`config.mk`:
```
export PLATFORM = sky130hd
export DESIGN_NAME = button_press_classifier
export DESIGN_NICKNAME = d
export VERILOG_FILES = /design/src/rtl/button_press_classifier.sv
export SDC_FILE = /design/constraint.sdc
export NUM_CORES = 1
export LEC_CHECK = 0
export BUFFER_PORTS_ARGS = -buffer_cell sky130_fd_sc_hd__buf_4
export CAP_MARGIN = 5
export CORE_UTILIZATION = 48
export DETAILED_ROUTE_END_ITERATION = 7
export PLACE_DENSITY = 0.62
export RECOVER_POWER = 25
export SETUP_SLACK_MARGIN = 0.4
export SYNTH_ARGS = -nofsm -noshare
export SYNTH_HDL_FRONTEND = slang
export SYNTH_SLANG_ARGS = --single-unit
```
`constraint.sdc`:
```
create_clock -name clk -period 15.6 [get_ports clk]
set_input_delay 1.56 -clock clk [delete_from_list [all_inputs] [get_ports clk]]
set_output_delay 1.56 -clock clk [all_outputs]
set_load 0.02 [all_outputs]
```
`src/rtl/button_press_classifier.sv`:
```
// Purpose: two-button front end; sync, debounce and classify each press as short or long, stretched for slow samplers.
// Latency: 2 sync + DB_CYCLES to debounced level, +1 to classify; long asserts LONG_CYCLES after debounced press.
// Backpressure: none; outputs are free-running registered levels, consumers just sample them.
module button_press_classifier #(
    parameter int DB_CYCLES   = 1000000,
    parameter int LONG_CYCLES = 100000000,
    parameter int HOLD_CYCLES = 100000000
) (
    input  logic clk,
    input  logic rst,
    input  logic btn0,
    input  logic btn1,
    output logic b0short,
    output logic b0long,
    output logic b1short,
    output logic b1long
);
    localparam int DW = $clog2(DB_CYCLES + 1);
    localparam int PW = $clog2(LONG_CYCLES + 1);
    localparam int HW = $clog2(HOLD_CYCLES + 1);

    typedef enum logic [1:0] {IDLE, PRESS, LONG} state_t;

    logic [1:0] raw;
    logic [1:0] short_flag;
    logic [1:0] long_flag;

    assign raw     = {btn1, btn0};
    assign b0short = short_flag[0];
    assign b0long  = long_flag[0];
    assign b1short = short_flag[1];
    assign b1long  = long_flag[1];

    // One fully independent channel per button; nothing is shared between them.
    for (genvar g = 0; g < 2; g++) begin : g_chan
        logic          sync1;
        logic          sync2;
        logic          db;
        logic [DW-1:0] db_cnt;
        state_t        state;
        state_t        state_nxt;
        logic [PW-1:0] press_cnt;
        logic [PW-1:0] press_cnt_nxt;
        logic          short_evt;
        logic          long_rel;
        logic [HW-1:0] short_cnt;
        logic [HW-1:0] long_cnt;
        logic          short_q;
        logic          long_q;

        // Two-flop synchroniser for the asynchronous raw button.
        always_ff @(posedge clk or posedge rst) begin
            if (rst) begin
                sync1 <= 1'b0;
                sync2 <= 1'b0;
            end else begin
                sync1 <= raw[g];
                sync2 <= sync1;
            end
        end

        // Debounce: flip only after DB_CYCLES consecutive disagreeing samples.
        always_ff @(posedge clk or posedge rst) begin
            if (rst) begin
                db     <= 1'b0;
                db_cnt <= '0;
            end else if (sync2 == db) begin
                db_cnt <= '0;
            end else if (db_cnt == DW'(DB_CYCLES - 1)) begin
                db     <= sync2;
                db_cnt <= '0;
            end else begin
                db_cnt <= db_cnt + 1'b1;
            end
        end

        // Press classifier state and duration counter.
        always_ff @(posedge clk or posedge rst) begin
            if (rst) begin
                state     <= IDLE;
                press_cnt <= '0;
            end else begin
                state     <= state_nxt;
                press_cnt <= press_cnt_nxt;
            end
        end

        // Next state; press counter stops at LONG_CYCLES-1 so it can never wrap.
        always_comb begin
            state_nxt     = state;
            press_cnt_nxt = press_cnt;
            short_evt     = 1'b0;
            long_rel      = 1'b0;
            case (state)
                IDLE: begin
                    if (db) begin
                        state_nxt     = PRESS;
                        press_cnt_nxt = '0;
                    end
                end
                PRESS: begin
                    if (!db) begin
                        state_nxt = IDLE;
                        short_evt = 1'b1;
                    end else if (press_cnt == PW'(LONG_CYCLES - 1)) begin
                        state_nxt = LONG;
                    end else begin
                        press_cnt_nxt = press_cnt + 1'b1;
                    end
                end
                LONG: begin
                    if (!db) begin
                        state_nxt = IDLE;
                        long_rel  = 1'b1;
                    end
                end
                default: state_nxt = IDLE;
            endcase
        end

        // Short flag stretch; a new short event reloads the counter so back-to-back presses merge.
        always_ff @(posedge clk or posedge rst) begin
            if (rst) begin
                short_cnt <= '0;
                short_q   <= 1'b0;
            end else if (short_evt) begin
                short_cnt <= HW'(HOLD_CYCLES);
                short_q   <= 1'b1;
            end else if (short_cnt != '0) begin
                short_cnt <= short_cnt - 1'b1;
                short_q   <= (short_cnt != HW'(1));
            end
        end

        // Long flag: high while in LONG, then extended after release; a new press does not cancel the tail.
        always_ff @(posedge clk or posedge rst) begin
            if (rst) begin
                long_cnt <= '0;
                long_q   <= 1'b0;
            end else if (state_nxt == LONG) begin
                long_cnt <= '0;
                long_q   <= 1'b1;
            end else if (long_rel) begin
                long_cnt <= HW'(HOLD_CYCLES);
                long_q   <= 1'b1;
            end else if (long_cnt != '0) begin
                long_cnt <= long_cnt - 1'b1;
                long_q   <= (long_cnt != HW'(1));
            end
        end

        assign short_flag[g] = short_q;
        assign long_flag[g]  = long_q;
    end

endmodule

```
==> results of run 1 <==
power breakdown:
part | internal [mW] | total (mW) | switching [mW]
Sequential | 0.562 | 0.564 | 0.00183
Combinational | 0.00218 | 0.0155 | 0.0134
Clock | 0.396 | 0.633 | 0.237
per-stage QoR:
step | power (mW) | area [um^2] | std cells | utilization, %
finish | 1.21 | 12600 | 1545 | 54.1
CTS | 1.23 | 12700 | 1545 | 54.1
global placement | 0.591 | 11700 | 1499 | 50.2
global route | 1.26 | 12600 | 1545 | 54.1
detailed placement | 0.591 | 11700 | 1499 | 50.2
floorplan | 0.586 | 11400 | 1212 | -
flip-flops by register name, summed over array words and instances, names as in the netlist:
name,flops
g_chan.press_cnt,54
g_chan.short_cnt,54
g_chan.db,2
b0long,1
g_chan.sync2,2
g_chan.long_cnt,54
b0short,1
g_chan.db_cnt,40
b1long,1
b1short,1
g_chan.sync1,2
g_chan.state,4
kinds of logic after synthesis:
group / Yosys count / share of synthesized area (%)
simple gates: 590 / 28.3
flops: 216 / 47.3
compound gates: 207 / 11.5
xor+xnor: 110 / 8.43
buf+inv: 70 / 2.48
fa+ha+maj: 14 / 1.53
mux: 5 / 0.460
final cells by class:
type,instances,area [um^2]
Clock inverter,16,223
Tap cell,319,399
Inverter,25,95.1
Timing Repair Buffer,13,97.6
Sequential cell,216,5410
Multi-Input combinational cell,926,5750
Clock buffer,30,684
Fill cell,2168,10800
worst max-delay path, stage by stage:
cell	delay (ns)
clkbuf_4	0.11
clkinvlp_2	3.28
buf_4	1.18
how the worst max path moves through the flow:
stage	depth (start not counted)	endpoint	slack, ns
6_report	3	g_chan[1].press_cnt[22]	9.93
3_3_place_gp	3	g_chan[1].short_cnt[1]	12.10
3_5_place_dp	3	g_chan[1].short_cnt[25]	12.09
2_1_floorplan	1	b0long	8.13
4_1_cts	5	g_chan[1].long_cnt[20]	12.58
5_1_grt	3	g_chan[0].db_cnt[2]	8.76
cells in the mapped netlist, drive strengths merged (2+ instances only):
master	n	area, um^2
nand2	79	297
and4	14	123
and2	5	31.3
o31ai	30	225
buf	10	56.3
or3	57	364
mux2	2	22.5
nor3b	4	30.0
a21o	6	46.3
nor2	136	510
a21oi	77	385
a2111oi	4	41.3
ha	14	175
nor2b	8	50.1
and3	13	81.3
nor4bb	2	20.0
o211ai	6	50.1
or4	41	315
xnor2	70	613
a41o	3	30.0
dfrtp	216	5410
mux2i	3	30.0
nor3	47	245
nor4	46	322
xor2	40	350
clkbuf	35	133
o41ai	7	61.3
a211oi	7	52.6
nand3b	6	45.0
nand3	56	280
nand2b	13	81.3
a211o	2	17.5
nand4	31	194
nor4b	8	70.1
inv	25	93.8
and4b	4	40.0
or2	17	106
o311ai	8	77.6
o21ai	45	225
a31oi	4	25.0
layer usage:
metal	track usage, %	vias to the layer above
met1	29.5	4284
met3	2.82	22
met5	0	-
met4	4.95	0
met2	31.4	95
li1	-	4450
==> metrics.txt, run 1 <==
Worst Clk Skew about 0.0095 ns; Rel. slew slack -299%; Die H 156 um; synth warn 0; Worst-Margin Slew 5.95 ns; clock sinks roughly 220; final hold violations 0; routed vias/inst between 5 and 6; share of cells above drive strength 1 ~7.4%; DP Wirelength around 15000 um; Critical Path Start rst; slack of the critical path a little under 10 ns; setup TNS 0 ns; Pwr Density 95.9 nW/um^2; Gate Count Post-Synth 1212; post_cts resized 0; CTS tree built; nets 1225; Layout area overhead 10.7%; Hold Slack around 0.35 ns; DR WL/cell 14.9 um; crit path time final about 5.7 ns; Core Area between 20000 and 25000 um^2; CTS Buffer Depth 3; R2R depth 5; DR top layer met4; Post-synth ARST share 100%; fin crit share 36.3%; maximum clock rate 0.176 GHz; drt pass-1 iters 4; hold_buf cts 0; Reg2Reg Capture Point g_chan[1].long_cnt[24]; vias in the first global route 8523; GR Util All Layers between 20 and 25%; met2 routed WL approximately 10000 um; Post-Syn Nets between 1000 and 1500; pin count of the biggest net entering global routing between 100 and 150; worst hold start g_chan[0].sync1; Hold EP g_chan[0].sync2; post-CTS setup buffers 0; I/O pin cnt 8; FF-to-FF setup slack between 10 and 15 ns; most frequent cells in the layout dfrtp_1, nor2_1, nand2_1; CP Launch Type input port; DP Worst Slack ~12 ns; Antenna Nets Post-Route 0; Worst-Skew Late Latency between 0.5 and 0.6 ns; sequential share of the synthesized area a little under half; max-slew violation count between 100 and 150; Max VDD drop slightly below 100 uV; count of cell types in the netlist 68; Hold Crit Class register to register; routed wl met3 ~740 um; n_diodes 0; Finish-stage setup viols 0; H-tree lvl count 1; total gr overflow 0; die area around 24000 um^2; buffers added on ports 7; EDFF count, synth 0; CP arrival 6.17 ns; Reg2Reg Launch Point g_chan[1].long_cnt[3]; clk slew on worst S/H paths around 0.050 ns; Clock Tree Root clkbuf_16; first-pass GRT wire length 41300 um; RSZ-0062 raised after global routing no; commonest non-fill, non-tap cell in the layout dfrtp_1; GPL Wtd Cong just under 0.8; post-synthesis instance area 11400 um^2; die width around 160 um; Total Routed Length 22900 um; initial DRC count between 500 and 600; metal1 wirelength 11800 um; Max Cap Viol 1; row count 56; flops & latches, synth about 220; critical path endpoint category async pin; Crit Path Class input port to async pin; failing checks capacitance limit, slew limit; Via Count 8851; status finished, violations left; CTS buffer count 25; syn_area_per_cell roughly 9.4 um^2; Main synth FF type dfrtp_1; peak fanout along the critical path about 140; Critical Path RT between 15 and 20 ns; initial antenna violation count 0; DRC Markers 0; Starting Density 48.8%; Lkg Pwr roughly 6 nW; WHS Path Cells 0
(Power assumes the default switching activity.)
==> run 2: changes to the inputs <==
Settings changed: ABC_AREA set to 1.
Clock period 15.6 ns to 5.85 ns, I/O delays scaled along.
==> run 2 against run 1 <==
Effect of this change:
- the flow still finishes with violations (capacitance limit, slew limit)
- routed wire length rose by 33%
- sequential share of layout area fell by 5.7 points
- clock power grew to 2.7 times the previous value
- clock-buffer cell count grew 5
- die area grew 17%
- global-route usage up 2.0 points
- sequential power grew to 2.7 times the previous value
- first-iteration DRC count up 38%
- cell area grew 15%
- synthesized area is 17% higher
- non-clock buffer count fell by 2
==> metrics.txt, run 2 <==
main area contributors after synthesis dfrtp_1, nand2_1, nor2_1; Finish-stage setup viols 0; critical path endpoint category async pin; nets about 1900; cell count along the critical path 3; Top delay family on crit path buffers and inverters; CP arrival 3.44 ns; Post-Syn Nets 1919; CP max-delay cell clkbuf_1; GPL Wtd Cong 0.950; routed vias/inst ~5.1; fin crit share 56.0%; post-CTS setup buffers 0; clock sinks around 220; Hold Crit Class input port to register; cell-by-cell trace of the critical path clkbuf_4 -> clkinvlp_2 -> clkbuf_1; Die H 169 um; largest family of logic cells by synthesized area simple AND/OR/NAND/NOR gates; post-synth top area share roughly two fifths; Layout area overhead 8.83%; Lkg Pwr approximately 7.7 nW; clk slew on worst S/H paths ~0.06 ns; Total Routed Length 30400 um; crit path buf inv count 3; Hold Slack between 0.15 and 0.2 ns; failing checks capacitance limit, slew limit; share of cells above drive strength 1 under 10%; H-tree lvl count 1; post_cts resized 0; multiplexer share of the synthesized area 0%; sequential share of the synthesized area approximately two fifths; post-synth top area cell dfrtp_1; Starting Density between 40% and 50%; count of cell types in the netlist 52; n_diodes 0; fill count 2651; most frequent cells in the layout nand2_1, nor2_1, dfrtp_1; Gate Count Post-Synth 1901; RSZ-0062 raised after global routing no; Via Count around 12000; Crit Path Class input port to async pin; post-synthesis simple-gate area fraction about two fifths; hold_buf cts 0; Worst Clk Skew between 0.015 and 0.02 ns; die area approximately 29000 um^2; Post-synth ARST share 100%; Antenna Nets Post-Route 0; CTS buffer count 26; commonest non-fill, non-tap cell in the layout nand2_1; Main synth FF type dfrtp_1; setup TNS 0 ns; synth warn 0; I/O pin cnt 8; CP Launch Type input port; status finished, violations left; total gr overflow 0; post-synthesis instance area approximately 13000 um^2; peak fanout along the critical path ~40; Pwr Density around 220 nW/um^2; Core Area approximately 27000 um^2; CTS Buffer Depth 3; first-pass GRT wire length between 50000 and 60000 um; Worst-Skew Late Latency roughly 0.54 ns; buffers added on ports 7; pin count of the biggest net entering global routing 73; Max Cap Viol 2; EDFF count, synth 0; Synth Area in Compound Gates 6.86%; R2R depth 10; WHS Path Cells 1; Max stage delay on crit path between 1.5 and 2 ns; Max VDD drop 238 uV; Post-Synth XOR/XNOR Area ~4.3%; row count 60; drt pass-1 iters 5; GR Util All Layers between 20 and 25%; vias in the first global route about 11000; count leader, synth nand2_1; DRC Markers 0; die width between 150 and 200 um; Largest regs g_chan.long_cnt: 54 flops, g_chan.press_cnt: 54 flops, g_chan.short_cnt: 54 flops; Worst-Margin Slew around 2.3 ns; final hold violations 0; initial DRC count around 740; Clock Tree Root clkbuf_16; fraction of the mapped netlist area in adder cells 1.31%; flops & latches, synth 216; syn_area_per_cell approximately 7.1 um^2; Rel. slew slack -53.1%; initial antenna violation count 0; DP Wirelength 22000 um; CTS tree built; max-slew violation count 79; Critical Path RT about 6 ns; maximum clock rate 0.305 GHz; crit path time final 3.28 ns; DR WL/cell 13.2 um; Commonest cells post-synth nand2_1, nor2_1, dfrtp_1
run 2: cell types whose count changed after synthesis, moves of 27 or more:
cell     change
a21oi_1     -38
inv_1      +178
nand2_1    +404
nand3_1     +65
nor2_1     +262
nor2_2      +27
nor4_1      -38
o21ai_2     +28
o31ai_1     -28
or3_1       -54
or4_1       -39
xnor2_1     -56
run 2: cell type report:
| cell class | instances | area (um^2) | share of cell area [%] |
|---|---|---|---|
| Clock buffer | 35 | 734 | 5.03 |
| Clock inverter | 13 | 183 | 1.25 |
| Inverter | 218 | 821 | 5.62 |
| Multi-Input combinational cell | 1438 | 6930 | 47.5 |
| Sequential cell | 216 | 5410 | 37.0 |
| Tap cell | 372 | 465 | 3.19 |
| Timing Repair Buffer | 11 | 63.8 | 0.437 |
run 2: through the flow:
step | instance area (um^2) | utilization, % | power, mW | setup WS [ns] | instances
3_5_place_dp | 13800 | 50.6 | 1.58 | 3.41 | 2255
4_1_cts | 14700 | 54.0 | 3.31 | 3.37 | 2303
6_report | 14600 | 53.7 | 3.25 | 2.57 | 2303
5_1_grt | 14600 | 53.7 | 3.37 | 1.85 | 2303
2_1_floorplan | 13400 | - | 1.56 | 2.45 | 1901
3_3_place_gp | 13800 | 50.6 | 1.58 | 3.53 | 2255
run 2: report_power, final:
group / internal (mW) / switching [mW]
registers: 1.50 / 0.00304
clock network: 1.06 / 0.643
logic: 0.00634 / 0.0381
total: 2.56 / 0.685
run 2: cells by family after synthesis:
group | Yosys count
and+or+nand+nor | 1209
DFF | 216
buffers and inverters | 247
AOI/OAI and AO/OA | 149
adders and majority gates | 14
xor gates and xnor gates | 66
run 2: final timing paths:
kind	slack, ns	end	from
max in group clk	3.13	g_chan[0].press_cnt[16]	g_chan[0].press_cnt[0]
worst max register to register	3.13	g_chan[0].press_cnt[16]	g_chan[0].press_cnt[0]
worst min-delay path	0.18	g_chan[1].sync1	btn1
worst min register to register	0.35	g_chan[1].sync2	g_chan[1].sync1
worst max-delay path	2.57	g_chan[0].short_cnt[20]	rst
min in group asynchronous	0.46	g_chan[0].press_cnt[17]	rst
run 2: layer usage:
layer / wire length [um] / vias to the layer above / track usage, % / part of all wire (%)
met5: 0 / - / 0 / 0
met4: 561 / 0 / 5.21 / 1.8
met3: 1070 / 40 / 2.75 / 3.5
met2: 13900 / 178 / 36.9 / 46
met1: 14900 / 5395 / 30.8 / 49
li1: - / 6038 / - / -
==> run 3: changes to the inputs <==
Clock period 5.85 ns to 3.28 ns, I/O delays scaled along.
==> run 3 against run 2 <==
Effect of this change:
- the flow now finishes without violations
- clock-buffer cell count is 1 higher
- hold slack better by 0.18 ns
- combinational power is 88% higher
- critical path depth is 1 higher
- cell area is 0.45% higher
- highest routed layer unchanged
==> metrics.txt, run 3 (synthesis results as in run 2) <==
status finished, final reports clean; total gr overflow 0; DP Wirelength 21800 um; GPL Wtd Cong 0.922; FF-to-FF setup slack roughly 0.88 ns; Die H around 170 um; I/O pin cnt 8; first-pass GRT wire length about 53000 um; Layout area overhead 9.32%; crit path buf inv count 4; routed vias/inst slightly above 5; CP max-delay cell clkbuf_2; worst hold start g_chan[1].sync1; Critical Path RT 3.68 ns; crit path time final between 2 and 2.5 ns; cell-by-cell trace of the critical path dlygate4sd3_1 -> clkbuf_4 -> clkinvlp_2 -> clkbuf_2; fin crit share between 70 and 80%; CP Launch Type input port; WHS Path Cells 0; Max stage delay on crit path ~1.1 ns; Via Count approximately 12000; placed cell areas between 10000 and 15000 um^2; Worst-Margin Slew about 1.4 ns; Pwr Density between 300 and 400 nW/um^2; RSZ-0062 raised after global routing no; initial DRC count around 750; Clock Tree Root clkbuf_16; peak fanout along the critical path 55; Top delay family on crit path buffers and inverters; Largest regs g_chan.long_cnt: 54 flops, g_chan.press_cnt: 54 flops, g_chan.short_cnt: 54 flops; Max Cap Viol 0; post-CTS setup buffers 0; DRC Markers 0; Reg2Reg Capture Point g_chan[0].press_cnt[16]; Total Routed Length around 30000 um; Hold Crit Class register to register; Rel. slew slack 7.47%; CTS Buffer Depth 3; initial antenna violation count 0; critical path endpoint category async pin; pin count of the biggest net entering global routing 90; CP arrival roughly 2.8 ns; max-slew violation count 0; Finish-stage setup viols 0; Reg2Reg Launch Point g_chan[0].press_cnt[0]; clk slew on worst S/H paths 0.06 ns; DR WL/cell ~13 um; CTS tree built; die width 169 um; Hold EP g_chan[1].sync2; drt pass-1 iters 6; share of cells above drive strength 1 a little under a tenth; post_cts resized 0; nets 1934; commonest non-fill, non-tap cell in the layout nand2_1; vias in the first global route between 10000 and 15000; total area of sequential cells between 5000 and 6000 um^2; DP Worst Slack 0.888 ns; Lkg Pwr 7.73 nW; R2R depth 10; buffers added on ports 7; slack of the critical path about 0.86 ns; design area 14700 um^2; CTS buffer count 26; Starting Density 49.4%; Hold Slack around 0.36 ns; Worst Clk Skew 0.0227 ns; fill count 2691; GR Util All Layers between 20% and 30%; most frequent cells in the layout nand2_1, nor2_1, dfrtp_1; row count 60; Max VDD drop ~410 uV; maximum clock rate between 0.4 and 0.5 GHz; Multi-input gate area around 7000 um^2; final hold violations 0; die area between 20000 and 30000 um^2; Core Area roughly 27000 um^2; H-tree lvl count 1; clock sinks 216; n_diodes 0; Crit Path Class input port to async pin; Worst-Skew Late Latency 0.54 ns; setup TNS 0 ns; Antenna Nets Post-Route 0
==> run 3: changes by cell type in the layout (fill, tap and decap cells not counted), sizes merged <==
cell / delta
buf: +5
bufinv: -2
clkbuf: -2
dlygate4sd3: +3
inv: -1
==> run 3: where the power goes <==
group	internal [mW]	leakage, nW	switching [mW]
Sequential	2.67	3.00	0.00545
Combinational	0.0153	4.30	0.0682
Clock	1.75	0.427	1.14
==> run 3: worst max path at each step <==
stage | startpoint | end | cells past startpoint
2_1_floorplan | rst | b0long | 1
3_3_place_gp | g_chan[0].press_cnt[0] | g_chan[0].press_cnt[16] | 10
3_5_place_dp | g_chan[0].press_cnt[0] | g_chan[0].press_cnt[16] | 10
4_1_cts | g_chan[0].press_cnt[0] | g_chan[0].press_cnt[16] | 10
5_1_grt | rst | g_chan[0].short_cnt[14] | 4
6_report | rst | g_chan[0].short_cnt[20] | 4
==> run 3: stage by stage <==
stage                     std cells  utilization, %  power, mW
after floorplan                1901               -       2.79
after global routing           2306            54.0       5.87
after CTS                      2306            54.1       5.75
after detailed placement       2257            50.8       2.82
final                          2306            54.0       5.65
after global placement         2257            50.8       2.82
==> run 3: final cells by class <==
type / instances / share of cell area (%)
Timing Repair Buffer: 16 / 0.921
Tap cell: 372 / 3.17
Inverter: 218 / 5.60
Sequential cell: 216 / 36.9
Multi-Input combinational cell: 1438 / 47.6
Clock buffer: 36 / 5.10
Clock inverter: 10 / 0.802
==> run 3: timing repair <==
| action | CTS | global route |
|---|---|---|
| endpoints found under the hold margin | 23 | 0 |
| endpoints found under the setup margin | 0 | 0 |
| hold buffers | 3 | 0 |
==> run 3: layer usage <==
metal / track usage, % / vias to the layer above / routed length (um)
met5: 0 / - / 0
met3: 2.94 / 49 / 1190
li1: - / 6060 / -
met2: 37.4 / 184 / 13800
met4: 5.44 / 0 / 621
met1: 29.8 / 5404 / 14400
